[src/rtl/tconv_chan_scheduler.sv]
// ============================================================================
// tconv_chan_scheduler
// ----------------------------------------------------------------------------
// Layer-level sequencer for the single-channel transposed-conv engine.
//
// The engine handles one (output channel, input channel) pair per pass. This
// block walks all CO x CI pairs, one engine pass each, with CI as the inner
// loop. It supplies the IFM, weight and OFM addresses for every pass. Only the
// last-CI pass of each output channel writes the OFM memory. Earlier passes
// accumulate inside the engine.
//
// Build option:
//   TCONV_SCHED_WDOG_EN  When defined, a per-pass cycle watchdog is built in.
//                        If a RUN state lasts WDOG_CYCLES cycles, err is set
//                        and the sequencer returns to IDLE without done.
//                        When undefined, RUN waits for conv_end indefinitely.
//
// Ports:
//   clk1            engine clock
//   rst             asynchronous reset, active high
//   start           layer start pulse; accepted only in IDLE
//   abort           synchronous abort; returns to IDLE next cycle, no done
//   busy            high in LAUNCH, RUN and NEXT
//   done            one-cycle pulse after the last pass
//   err             sticky error flag; cleared by rst or by an accepted start
//   conv_start      one-cycle start pulse to the engine
//   conv_ifm_read   engine consumed one IFM word
//   conv_wgt_read   engine consumed one weight word
//   conv_out_valid  engine produced one OFM word
//   conv_end        engine pass complete (pulse)
//   ifm_addr        IFM read address
//   wgt_addr        weight read address; linear over the whole layer
//   ofm_addr        OFM write address
//   ofm_we          OFM write strobe (out_valid during a last-CI pass)
//   ci_idx, co_idx  current input / output channel
//   last_ci         current pass is the last input channel
// ============================================================================
module tconv_chan_scheduler #(
    parameter int IFM_SIZE    = 64,
    parameter int KERNEL_SIZE = 5,
    parameter int STRIDE      = 1,
    parameter int PAD         = 2,
    parameter int CI          = 3,
    parameter int CO          = 8,
    parameter int OFM_SIZE    = (IFM_SIZE - 1) * STRIDE - 2 * PAD + KERNEL_SIZE,
    parameter int IFM_AW      = $clog2(CI * IFM_SIZE * IFM_SIZE),
    parameter int WGT_AW      = $clog2(CO * CI * KERNEL_SIZE * KERNEL_SIZE),
    parameter int OFM_AW      = $clog2(CO * OFM_SIZE * OFM_SIZE)
`ifdef TCONV_SCHED_WDOG_EN
    ,
    parameter int WDOG_CYCLES = 1 << 20
`endif
) (
    input  logic                       clk1,
    input  logic                       rst,
    input  logic                       start,
    input  logic                       abort,
    output logic                       busy,
    output logic                       done,
    output logic                       err,
    output logic                       conv_start,
    input  logic                       conv_ifm_read,
    input  logic                       conv_wgt_read,
    input  logic                       conv_out_valid,
    input  logic                       conv_end,
    output logic [IFM_AW-1:0]          ifm_addr,
    output logic [WGT_AW-1:0]          wgt_addr,
    output logic [OFM_AW-1:0]          ofm_addr,
    output logic                       ofm_we,
    output logic [$clog2(CI):0]        ci_idx,
    output logic [$clog2(CO):0]        co_idx,
    output logic                       last_ci
);

    localparam int CI_W  = $clog2(CI) + 1;
    localparam int CO_W  = $clog2(CO) + 1;
    // One spare bit so that an over-producing pass cannot wrap back to the
    // expected count. The counter also saturates.
    localparam int PIX_W = $clog2(OFM_SIZE * OFM_SIZE + 1) + 1;

    localparam logic [CI_W-1:0]   CI_LAST    = CI_W'(CI - 1);
    localparam logic [CO_W-1:0]   CO_LAST    = CO_W'(CO - 1);
    localparam logic [PIX_W-1:0]  PIX_TARGET = PIX_W'(OFM_SIZE * OFM_SIZE);
    localparam logic [PIX_W-1:0]  PIX_MAX    = '1;
    localparam logic [IFM_AW-1:0] IFM_PLANE  = IFM_AW'(IFM_SIZE * IFM_SIZE);
    localparam logic [OFM_AW-1:0] OFM_PLANE  = OFM_AW'(OFM_SIZE * OFM_SIZE);

    typedef enum logic [2:0] {
        ST_IDLE,
        ST_LAUNCH,
        ST_RUN,
        ST_NEXT,
        ST_DONE
    } state_t;

    state_t            state_reg;
    state_t            state_next;

    logic [CI_W-1:0]   ci_reg;
    logic [CO_W-1:0]   co_reg;
    logic [IFM_AW-1:0] ifm_addr_reg;
    logic [WGT_AW-1:0] wgt_addr_reg;
    logic [OFM_AW-1:0] ofm_addr_reg;
    logic [PIX_W-1:0]  pix_cnt_reg;
    logic              err_reg;

    logic              last_pair;
    logic              ofm_we_int;
    logic              wdog_hit;

`ifdef TCONV_SCHED_WDOG_EN
    localparam int               WDOG_W    = $clog2(WDOG_CYCLES + 1);
    localparam logic [WDOG_W-1:0] WDOG_LAST = WDOG_W'(WDOG_CYCLES - 1);

    logic [WDOG_W-1:0] wdog_cnt_reg;

    // The counter is 0 in the first RUN cycle. The hit therefore falls on the
    // WDOG_CYCLES-th RUN cycle.
    assign wdog_hit = (state_reg == ST_RUN) && (wdog_cnt_reg == WDOG_LAST);
`else
    assign wdog_hit = 1'b0;
`endif

    assign last_pair  = (ci_reg == CI_LAST) && (co_reg == CO_LAST);
    assign ofm_we_int = conv_out_valid && (ci_reg == CI_LAST) && (state_reg == ST_RUN);

    // ------------------------------------------------------------------
    // Next-state logic
    // ------------------------------------------------------------------
    always_comb begin
        state_next = state_reg;
        case (state_reg)
            ST_IDLE:   if (start) state_next = ST_LAUNCH;
            ST_LAUNCH: state_next = ST_RUN;
            ST_RUN: begin
                // A pass that ends on the watchdog's last cycle counts as
                // completed.
                if (conv_end)      state_next = ST_NEXT;
                else if (wdog_hit) state_next = ST_IDLE;
            end
            ST_NEXT:   state_next = last_pair ? ST_DONE : ST_LAUNCH;
            ST_DONE:   state_next = ST_IDLE;
            default:   state_next = ST_IDLE;
        endcase
        if (abort) state_next = ST_IDLE;
    end

    always_ff @(posedge clk1 or posedge rst) begin
        if (rst) state_reg <= ST_IDLE;
        else     state_reg <= state_next;
    end

    // ------------------------------------------------------------------
    // Channel indices, address generators, pixel counter, error flag.
    // Abort freezes every counter, so the values at the abort stay readable.
    // ------------------------------------------------------------------
    always_ff @(posedge clk1 or posedge rst) begin
        if (rst) begin
            ci_reg       <= '0;
            co_reg       <= '0;
            ifm_addr_reg <= '0;
            wgt_addr_reg <= '0;
            ofm_addr_reg <= '0;
            pix_cnt_reg  <= '0;
            err_reg      <= 1'b0;
        end else if (!abort) begin
            case (state_reg)
                ST_IDLE: begin
                    if (start) begin
                        ci_reg       <= '0;
                        co_reg       <= '0;
                        wgt_addr_reg <= '0;
                        pix_cnt_reg  <= '0;
                        err_reg      <= 1'b0;
                    end
                end
                ST_LAUNCH: begin
                    // Each channel has its own contiguous plane in the IFM
                    // and OFM memories.
                    ifm_addr_reg <= IFM_AW'(ci_reg) * IFM_PLANE;
                    ofm_addr_reg <= OFM_AW'(co_reg) * OFM_PLANE;
                    pix_cnt_reg  <= '0;
                end
                ST_RUN: begin
                    if (conv_ifm_read) ifm_addr_reg <= ifm_addr_reg + 1'b1;
                    if (conv_wgt_read) wgt_addr_reg <= wgt_addr_reg + 1'b1;
                    if (conv_out_valid && (pix_cnt_reg != PIX_MAX))
                        pix_cnt_reg <= pix_cnt_reg + 1'b1;
                    if (ofm_we_int) ofm_addr_reg <= ofm_addr_reg + 1'b1;
                    if (wdog_hit && !conv_end) err_reg <= 1'b1;
                end
                ST_NEXT: begin
                    // A short or long pass is flagged, but the layer still
                    // continues.
                    if (pix_cnt_reg != PIX_TARGET) err_reg <= 1'b1;
                    if (ci_reg == CI_LAST) begin
                        ci_reg <= '0;
                        co_reg <= co_reg + 1'b1;
                    end else begin
                        ci_reg <= ci_reg + 1'b1;
                    end
                end
                default: ;
            endcase
        end
    end

`ifdef TCONV_SCHED_WDOG_EN
    always_ff @(posedge clk1 or posedge rst) begin
        if (rst) begin
            wdog_cnt_reg <= '0;
        end else if (state_reg == ST_LAUNCH) begin
            wdog_cnt_reg <= '0;
        end else if ((state_reg == ST_RUN) && (wdog_cnt_reg != WDOG_LAST)) begin
            wdog_cnt_reg <= wdog_cnt_reg + 1'b1;
        end
    end
`endif

    // ------------------------------------------------------------------
    // Outputs
    // ------------------------------------------------------------------
    assign busy       = (state_reg == ST_LAUNCH) || (state_reg == ST_RUN) ||
                        (state_reg == ST_NEXT);
    assign done       = (state_reg == ST_DONE);
    assign conv_start = (state_reg == ST_LAUNCH);
    assign err        = err_reg;
    assign ifm_addr   = ifm_addr_reg;
    assign wgt_addr   = wgt_addr_reg;
    assign ofm_addr   = ofm_addr_reg;
    assign ofm_we     = ofm_we_int;
    assign ci_idx     = ci_reg;
    assign co_idx     = co_reg;
    assign last_ci    = (ci_reg == CI_LAST);

endmodule

[config.mk]
export PLATFORM = sky130hd
export DESIGN_NAME = tconv_chan_scheduler
export DESIGN_NICKNAME = d
export VERILOG_FILES = /design/src/rtl/tconv_chan_scheduler.sv
export SDC_FILE = /design/constraint.sdc
export NUM_CORES = 1
export LEC_CHECK = 0
export CAP_MARGIN = 20
export CORE_MARGIN = 3
export CORE_UTILIZATION = 50
export DETAILED_ROUTE_END_ITERATION = 12
export DONT_BUFFER_PORTS = 1
export PLACE_DENSITY = 0.74
export SYNTH_ARGS = -nofsm -noshare
export SYNTH_HDL_FRONTEND = slang
export SYNTH_SLANG_ARGS = --single-unit
[constraint.sdc]
create_clock -name clk1 -period 3.1 [get_ports clk1]
set_input_delay 0.93 -clock clk1 [delete_from_list [all_inputs] [get_ports clk1]]
set_output_delay 0.93 -clock clk1 [all_outputs]
set_load 0.02 [all_outputs]
### Word-level counts from Yosys, hierarchy flattened

Cells that the tools add are included.
Widths: inputs -> output; s select.

| storage, ports and cells | value |
|---|---|
| register bits after elaboration | 64 |
| input port bits | 8 |

| operators by class | value |
|---|---|
| $add $sub $neg | 6 |
| eq/ne operators | 17 |
| multiplexer cells | 24 |
| bitwise logic cells | 1 |
| reduce and logical (&&, ||, !) cells | 19 |

Operators by type and width:

| operator | number |
|---|---|
| $mux 14 | 3 |
| $pmux 14 s3 | 1 |
| $pmux 15 s2 | 1 |
| $add 14x1->14 const B | 2 |
| $pmux 14 s2 | 1 |
| $mux 10 | 2 |
| $pmux 10 s2 | 1 |
| $mux 3 | 6 |
| $reduce_and 4->1 | 4 |
| $add 15x1->15 const B | 1 |
| $mux 15 | 1 |
| $ne 14x13->1 const B | 1 |
| $ne 14x14->1 const B | 1 |
| $ne 2x2->1 const B | 6 |
| $pmux 3 s4 | 1 |
| $add 10x1->10 const B | 1 |
| $eq 3x2->1 const B | 3 |
| $reduce_and 3->1 | 3 |
| $mux 4 | 2 |
| $pmux 4 s2 | 1 |
| $ne 3x3->1 const B | 2 |
| $pmux 3 s2 | 1 |
| $reduce_bool 2->1 | 3 |
| $add 4x1->4 const B | 1 |
| other kinds (13) | 18 |

### Longest topological paths before layout

| depth | value |
|---|---|
| depth after elaboration | 5 |
| mapped depth | 7 |
| mapped depth without buffers | 6 |

### Worst setup path before layout

OpenSTA, ideal clock, no wires.

| timing path | value |
|---|---|
| path type | reg-to-output |
| start | reg ci_reg[1] (netlist: ci_idx[1]) |
| end | out ofm_we |
| arrival time | 1.517 ns |
| setup slack | 0.653 ns |
| stages on the path, launching flop included | 4 |
| path buffers | 1 |
| cells stage by stage | dfrtp_1 nor3b_1 clkbuf_1 and3_1 |

| on the way | value |
|---|---|
| word-level cells in the longest chain between the ends | 3 |

Ends and longest elaborated chain:

| item | line | source |
|---|---|---|
| start, declared | 99 | `logic [CI_W-1:0] ci_reg;` |
| start signal, assigned | 200 | `ci_reg <= ci_reg + 1'b1;` |
| $eq 3x2->1 | n/a |  |
| via last_ci | 72 | `output logic last_ci` |
| $logic_and 1x1->1 (2 in series) | 125 | `assign ofm_we_int = conv_out_valid && (ci_reg == CI_LAST) && (state_reg == ST_RUN);` |
| end, declared | 69 | `output logic ofm_we,` |

The timed path passes the listed nets, and every way through them passes these cells.

### Final worst setup path

| timing path | value |
|---|---|
| start | reg state_reg[0] |
| end | out conv_start |

| on the way | value |
|---|---|
| word-level cells in the longest chain between the ends | 1 |

Ends and longest elaborated chain:

| item | line | source |
|---|---|---|
| start, declared | 96 | `state_t state_reg;` |
| start signal, assigned | 150 | `else state_reg <= state_next;` |
| $eq 3x1->1 | 226 | `assign conv_start = (state_reg == ST_LAUNCH);` |
| end, declared | 61 | `output logic conv_start,` |

Every way passes these cells.

==> metrics.yaml <==
cts_tree: "built"
stdcell_area_um2: 4120
yosysSeqAreaShare_pct: 42.1
layout_common_cells: "64 x dfrtp_1, 37 x nand2_1, 27 x nor2_1, 24 x a21oi_1, 24 x nand3_1"
fin_tns_setup_ns: 0
largest_reg_flops: 15
rsz0062_at_grt: "no"
post_cts_buffers: 0
grt_usage_pct: 22.5
post-route-min-period_ns: 2.63
fin_crit_sh_pct: 84.8
diodes: 0
post_dp_cell_area_um2: 3900
register_area_um2: 1600
root_buffer: "clkbuf_8"
worstPathBufferInverterCount: 0
grt_pass1_vias: 3183
drt_pass1_iterations: 5
overflow: 0
hold_viol_final: 0
fp-row-count: 31
synth-simple-area-share_pct: 29.3
path_delay_family: "flip-flops"
syn_nets: 433
drv_slew: 0
synth_ff_type: "dfrtp_1"
finalWirelength_mm: 9.46
dp.cells: 502
ys_types: 64
io_buffers: 0
dp_hpwl_mm: 6.61
cellLeakagePower_nw: 1.66
finClkSkew_ns: 0.00605
cpPeakStageDelay_ns: 0.74
critPathKind: "reg -> out"
route.detailed.drc: 0
synth-xor-area-share_pct: 2.76
status: "completed"
ant_nets: 0
final-instance-count-excl-fill: 518
n_fill_cell: 640
layout-drive-gt1-share_pct: 8.59
cts_inserted_buffers: 9
num_vias: 3357
routedWlPerCell_um: 18.3
cp_slowest_cell: "dfrtp_1"
insertion_delay_ns: 0.34
synth-seq-cells: 64
fin_ws_ns: 0.470
max_freq_mhz: 380
grt_pass1_wl_mm: 15.7
worstSetupEndpointType: "output port"
crit_chain: "nor3b_2"
yosys_warnings: 0
ys_top_cells_by_area: "dfrtp_1 42%, nand2_1 3.7%, a21oi_1 3.2%"
cts_resized: 0
cts_sinks: 64
grt_max_degree: 35
syn_inst: 419
yosysTopAreaCell: "dfrtp_1"
cts-htree-levels: 3
cap_violations: 0
clkTransAtPathRegs_ns: 0.07
arrival_ns: 1.70
cp.required_ns: 2.17
max_slew_margin_pct: 55.0
hold_buffers: 0
antenna_found_initial: 0
irDropWorstVdd_mv: 0.271
synth.top_cell.area_share_pct: 42.1
die_x_um: 93.2
synth_compound_area_share_pct: 18.2
synth_top_family_by_area: "simple AND/OR/NAND/NOR gates"
vias_per_cell: 6.48
drtIter0Drc: 232
core-area_um2: 7330
clk_path_buf_depth: 2
syn_avg_cell_area_um2: 9.07
initial_utilization_pct: 51.9
dieArea_um2: 8690
tightest_slew_ns: 0.674
netlist_area_um2: 3800
startpoint_type: "flop"
crit_fanout: 20
gp_congestion: 0.832
ios: 60
finalSetupViolCount: 0
multiInputGateArea_um2: 2070
final_common_cell: "dfrtp_1"
synthAdderAreaFrac_pct: 1.97
p_per_area_nw_per_um2: 481
syn2layout_area_growth_pct: 8.29
timing.hold.ws_ns: 0.560
synthMuxAreaShare_pct: 1.88
ys_async_sr_fraction_pct: 100
hold_class: "in -> async"
dp_slack_ns: 0.737
synth_edf_count: 0
die_y_um: 93.2
nets: 428
==> synthesized netlist by cell type (11+ instances only) <==
cell      number
dfrtp_1       64
nand2_1       37
nor2_1        27
a21oi_1       24
nand3_1       24
clkbuf_1      14
o21ai_1       14
nand4_1       13
or4_1         13
and3_1        12
inv_1         12
o31ai_1       11
==> report_power, final <==
group	total, mW	internal, mW	leakage [nW]	switching (mW)
registers	0.973	0.871	0.884	0.102
logic	0.201	0.0757	0.670	0.126
clock network	0.805	0.473	0.106	0.332
==> logic make-up after synthesis <==
logic type / Yosys count
simple gates: 190
compound gates: 106
flops: 64
buf+inv: 34
xor+xnor: 12
mux: 7
fa+ha+maj: 6
==> per-stage QoR <==
step	util, %	power (mW)
CTS	56.2	1.99
global route	56.2	2.07
detailed placement	53.1	1.19
floorplan	-	1.13
global placement	53.1	1.18
finish	56.2	1.98
==> final cells by class <==
| class | instances | share of cell area [%] |
|---|---|---|
| clock inverters | 5 | 1.94 |
| inverters | 12 | 1.09 |
| multi-input cells | 321 | 50.2 |
| flip-flops and latches | 64 | 38.9 |
| well taps | 99 | 3.01 |
| repair buffers | 6 | 1.40 |
| clock buffers | 11 | 3.43 |
==> worst paths after layout <==
kind,startpoint,to,slack [ns],cells after the start
hold / removal,rst,ofm_addr[13],0.56,1
setup reg to reg,state_reg[0],ofm_addr[8],0.73,5
setup / recovery,state_reg[0],conv_start,0.47,1
hold reg to reg,pix_cnt_reg[7],pix_cnt_reg[7],0.56,1
max in group asynchronous,rst,state_reg[1],1.92,2
min in group clk1,pix_cnt_reg[7],pix_cnt_reg[7],0.56,1
==> per-layer routing <==
layer	up-vias	track usage (%)	wire (µm)	share of wire, %
met2	106	35.0	4430	47
met3	16	5.23	643	6.8
met5	-	0	0	0
met4	0	8.06	142	1.5
met1	1660	30.8	4250	45
li1	1575	-	-	-
Power figures use the tool's default switching activity.
